$ cat config.mk
export PLATFORM = sky130hd
export DESIGN_NAME = sync_downcnt
export DESIGN_NICKNAME = d
export VERILOG_FILES = /design/src/rtl/sync_downcnt.sv
export SDC_FILE = /design/constraint.sdc
export NUM_CORES = 1
export LEC_CHECK = 0
export ABC_CLOCK_PERIOD_IN_PS = 1600
export BUFFER_PORTS_ARGS = -buffer_cell sky130_fd_sc_hd__buf_4
export CORE_AREA = 5 5 42 44
export DETAILED_ROUTE_END_ITERATION = 10
export DIE_AREA = 0 0 47 49
export PLACE_DENSITY = 0.57
export SYNTH_ARGS = -nofsm -noshare
export SYNTH_HDL_FRONTEND = slang
export SYNTH_SLANG_ARGS = --single-unit
export TNS_END_PERCENT = 1
$ cat constraint.sdc
create_clock -name clk -period 1.6 [get_ports clk]
set_input_delay 0.4 -clock clk [delete_from_list [all_inputs] [get_ports clk]]
set_output_delay 0.4 -clock clk [all_outputs]
set_load 0.05 [all_outputs]
$ cat src/rtl/sync_downcnt.sv
// sync_downcnt: loadable synchronous down-counter with one-shot or periodic auto-reload and a one-cycle terminal-count pulse
module sync_downcnt #(
  parameter int W = 3
) (
  input  logic         clk,
  input  logic         rst,
  input  logic         load,
  input  logic [W-1:0] din,
  input  logic         en,
  input  logic         mode,
  output logic [W-1:0] q,
  output logic         tc,
  output logic         busy
);
  typedef enum logic {IDLE, RUN} state_t;
  state_t state_q, state_d;
  logic [W-1:0] q_q, q_d, reload_q, reload_d;
  logic tc_q, tc_d;
  logic term;
  always_comb begin
    term     = state_q == RUN && en && q_q == W'(1);
    q_d      = q_q;
    reload_d = reload_q;
    tc_d     = 1'b0;
    state_d  = state_q;
    if (load) begin
      q_d      = din;
      reload_d = din;
      state_d  = din != '0 ? RUN : IDLE;
    end else if (term) begin
      tc_d    = 1'b1;
      q_d     = mode ? reload_q : '0;
      state_d = mode ? RUN : IDLE;
    end else if (state_q == RUN && en) begin
      q_d = q_q - W'(1);
    end
  end
  always_ff @(posedge clk) begin
    if (rst) begin
      q_q      <= '0;
      reload_q <= '0;
      tc_q     <= 1'b0;
      state_q  <= IDLE;
    end else begin
      q_q      <= q_d;
      reload_q <= reload_d;
      tc_q     <= tc_d;
      state_q  <= state_d;
    end
  end
  assign q    = q_q;
  assign tc   = tc_q;
  assign busy = state_q == RUN;
endmodule
; ---- After elaboration in Yosys (flattened, before gate mapping)
; Cells that the tools add are included.
[totals]
ff_bits = 8
out_inout_bits = 5
wordCells = 21
[op_classes]
addsub = 1
eq_ne = 1
muxes = 9
reduce_logical = 6
[ops]
columns = cell, count
row1 = two-way mux 3 bit, 4
row2 = nonzero test 3 bit, 2
row3 = two-way mux 1 bit, 5
row4 = "equality test 3 x 1 -> 1 bit, second input constant", 1
row5 = "subtractor 3 x 1 -> 3 bit, second input constant", 1
row6 = logical AND 1 bit, 2
row7 = nonzero test 2 bit, 1
row8 = OR reduction 2 bit, 1

; ---- Longest topological paths before layout
[depth]
word_depth = 4
mapped_depth = 5
depth_no_buf = 5

; ---- Least setup slack after synthesis
; No wires, ideal clock.
[synth_path]
path_type = register to register
start = register q_q[1], in the netlist q[1]
end = register q_q[1], in the netlist q[1]
setup_time_ps = 74
arrival_time_ps = 1623
t_required_ps = 1526
slack_ps = -97
path_stages_with_launch = 6
path_buffers = 0
path_cell_list = dfxtp_1 -> inv_1 -> ha_1 -> and4b_2 -> a221o_1 -> a31oi_1
[synth_between]
elab_chain_len = 4
elab_cells_between_ends = 7
cone_classes = 1 x add/sub / 1 x eq/ne / 3 x mux / 2 x reduce/logical
[synth_lines]
columns = element, line
row1 = from (decl), 17  ; logic [W-1:0] q_q, q_d, reload_q, reload_d;
row2 = from (signal assigned), 45  ; q_q <= q_d;
row3 = subtractor 3 x 1 -> 3 bit / equality test 3 x 1 -> 1 bit (equally long branches), "35, 21"
row4 = two-way mux 3 bit / logical AND 1 bit (equally long branches), "34, 21"
row5 = two-way mux 3 bit, 30  ; end else if (term) begin
row6 = two-way mux 3 bit, 26  ; if (load) begin
; Parallel ways exist; a longest one is shown, timed or not. The select of a mux whose other input is x is not followed.
; A chain may end at the register's enable or synchronous reset.

; ---- Worst setup path in the final report
[layout_path]
start = register q_q[0], in the netlist q[0]
end = register q_q[0], in the netlist q[0]
; The elaborated chain is that of the path after synthesis.

==> results.sh <==
export IMPL_status="finished clean"
export IMPL_tns_ns=0
export IMPL_cts_tree="done"
export IMPL_cts_sinks=8
export IMPL_p_per_area_nw_per_um2=883
export IMPL_route_detailed_drc=0
export IMPL_cp_top_family="compound AO/OA/AOI/OAI gates"
export IMPL_ys_seq_area_share_pct=37.8
export IMPL_final_common_cell="buf_4"
export IMPL_synth_warnings=0
export IMPL_dieArea_sq_um=2300
export IMPL_switching_share_pct=29.2
export IMPL_ys_seq_elements=8
export IMPL_period_minus_slack_ns=1.41
export IMPL_diodes=0
export IMPL_period_share_pct=87.9
export IMPL_synthCells=48
export IMPL_synth_top_area_cell="dfxtp_1"
export IMPL_clk_path_buf_depth=2
export IMPL_syn_area_sq_um=424
export IMPL_detail_route_antenna_nets=0
export IMPL_path_clk_slew_ns=0.05
export IMPL_grt_overflow=0
export IMPL_gp_congestion=0.642
export IMPL_wl_per_cell_um=11.6
export IMPL_areaGrowthSynthToFinish_pct=29.5
export IMPL_seqPwrFrac_pct=46.5
export IMPL_cts_resized=0
export IMPL_finalWirelength_um=893
export IMPL_fin_util_pct=39.2
export IMPL_met3_usage_pct=2.21
export IMPL_dr_first_iter_drc_count=11
export IMPL_antenna_found_initial=0
export IMPL_dp_cells=74
export IMPL_portBuffers=12
export IMPL_cp_slowest_cell="dfxtp_1"
export IMPL_grt_setup_unrepaired="false"
export IMPL_drv_cap=0
export IMPL_path_cells="ha_1 > nand4b_4 > a221o_1 > a31oi_1"
export IMPL_postCtsSetupBuffers=0
export IMPL_power_internal_uw=343
export IMPL_slew_violations=0
export IMPL_crit_required_ns=1.78
export IMPL_num_rows=14
export IMPL_first_global_vias=372
export IMPL_cp_end_kind="flip-flop"
export IMPL_grtUsageMet2_pct=12.0
export IMPL_crit_buf_inv=0
export IMPL_grt_pass1_wl_um=1570
export IMPL_vias=407
export IMPL_clock_power_share_pct=31.2
export IMPL_fin_nets=73
export IMPL_grt_max_degree=9
export IMPL_synth_area_leaders="dfxtp_1 (38%), nand2_1 (8.0%), ha_1 (5.9%)"
export IMPL_dieWidth_um=47
export IMPL_hpwlAfterDp_um=710
export IMPL_synthesis_nets=58
export IMPL_setup_ws_ns=0.193
export IMPL_groute_usage_overall_pct=9.51
export IMPL_vias_per_cell=5.29
export IMPL_cpPeakStageDelay_ns=0.40
export IMPL_dieHeight_um=49
export IMPL_setup_viol=0
export IMPL_fillers=152
export IMPL_hold_buffers=0
export IMPL_stdcell_count=77
export IMPL_combPwrFrac_pct=22.4
export IMPL_critPathLaunchType="flip-flop"
export IMPL_total_leakage_power_nw=0.246
export IMPL_use_met1_pct=13.4
export IMPL_cp_arrival_ns=1.59
export IMPL_clk_latency_ns=0.25
export IMPL_ctsRootBufferMaster="clkbuf_4"
export IMPL_place_ws_ns=0.197
export IMPL_min_path_type="input pin to flip-flop"
export IMPL_dpl_instance_area_sq_um=527
export IMPL_start_util_pct=30.3
export IMPL_max_freq_mhz=711
export IMPL_cts_htree_levels=1
export IMPL_skew_ns=0.00296
export IMPL_critPathKind="flip-flop to flip-flop"
export IMPL_final_cell_mix="buf_4 (12), nand2_1 (9), dfxtp_1 (7)"
export IMPL_design_area_sq_um=549
export IMPL_first_pass_iters=4
export IMPL_synth_distinct_cells=22
export IMPL_numCtsBuffers=3
export IMPL_yosysTopAreaCellShare_pct=37.8
export IMPL_relSlewSlack_pct=82.4
export IMPL_busiest_layer="met1"
export IMPL_switching_power_uw=141
export IMPL_syn_area_per_cell_sq_um=8.84
export IMPL_hold_violations=0
export IMPL_ir_drop_mv=0.416
export IMPL_critPathMaxFanout=5
export IMPL_drive_gt1_share_pct=29.5
export IMPL_num_io_pins=13
export IMPL_tightestPinTransition_ns=0.264
export IMPL_core_sq_um=1400
-- path summary, 6_finish.rpt --
path	startpoint	endpoint	slack, ns	cells after the start
worst min-delay path	rst	q[1]$_SDFFE_PP0P_	0.37	2
worst max-delay path	q[0]$_SDFFE_PP0P_	q[0]$_SDFFE_PP0P_	0.19	4
worst min register to register	reload_q[1]$_SDFFE_PP0P_	reload_q[1]$_SDFFE_PP0P_	0.46	2
worst max register to register	q[0]$_SDFFE_PP0P_	q[0]$_SDFFE_PP0P_	0.19	4
-- flip-flops by register name (all words and copies together), names as in the netlist --
register / flops
q: 3
reload_q: 3
busy: 1
tc: 1
-- metrics by stage --
stage	power [mW]	hold slack (ns)
global placement	0.340	0.450
detailed placement	0.339	0.447
CTS	0.493	0.363
global route	0.515	0.387
floorplan	0.300	0.437
finish	0.485	0.371
-- worst reg2reg max path, cell delays in order, from the launching register on --
cell and delay [ns]:
dfxtp_1 0.40, ha_1 0.28, nand4b_4 0.14, a221o_1 0.37
a31oi_1 0.15
-- routing by layer --
layer / vias to the layer above / wire (um)
met4: 0 / 25
met5: - / 0
li1: 202 / -
met3: 4 / 85
met2: 21 / 388
met1: 180 / 393
-- power groups by stage --
| stage | Clock [mW] | Combinational, mW | Sequential, mW |
|---|---|---|---|
| 3_5_place_dp | 0 | 0.109 | 0.230 |
| 3_3_place_gp | 0 | 0.110 | 0.230 |
| 4_1_cts | 0.158 | 0.110 | 0.225 |
| 6_report | 0.151 | 0.108 | 0.225 |
| 5_1_grt | 0.169 | 0.118 | 0.228 |
| 2_1_floorplan | 0 | 0.0468 | 0.253 |
-- synth_stat cells --
| library cell | instances |
|---|---|
| o21ai_0 | 1 |
| a31oi_1 | 2 |
| buf_2 | 1 |
| dfxtp_1 | 8 |
| nand4b_4 | 1 |
| inv_1 | 3 |
| nand2b_1 | 1 |
| nor4_1 | 1 |
| ha_1 | 2 |
| a21oi_1 | 3 |
| a211oi_1 | 2 |
| nor2b_1 | 2 |
| nor2_1 | 1 |
| o21a_1 | 1 |
| buf_1 | 1 |
| nor3_1 | 2 |
| nand3b_1 | 1 |
| and4b_2 | 1 |
| mux2i_1 | 2 |
| nand2_1 | 9 |
| xnor2_1 | 1 |
| a221o_1 | 2 |
-- logic make-up (layout without fill, tap and decap cells) --
kind of cell | after synthesis | in the layout | synth area share (%)
and+or+nand+nor | 19 | 19 | 27.1
AOI/OAI and AO/OA | 11 | 11 | 17.7
DFF | 8 | 8 | 37.8
buffers and inverters | 5 | 18 | 4.72
adders and majority gates | 2 | 2 | 5.90
muxes | 2 | 2 | 4.72
xor gates and xnor gates | 1 | 1 | 2.07
-- area by class of cell --
type	count	area (sq um)	share of cell area (%)
Timing Repair Buffer	12	90.1	16.4
Clock buffer	3	22.5	4.10
Multi-Input combinational cell	35	244	44.4
Inverter	3	11.3	2.05
Sequential cell	8	161	29.4
Tap cell	16	20.0	3.64
Note: power is estimated with default switching activity, not from simulation.
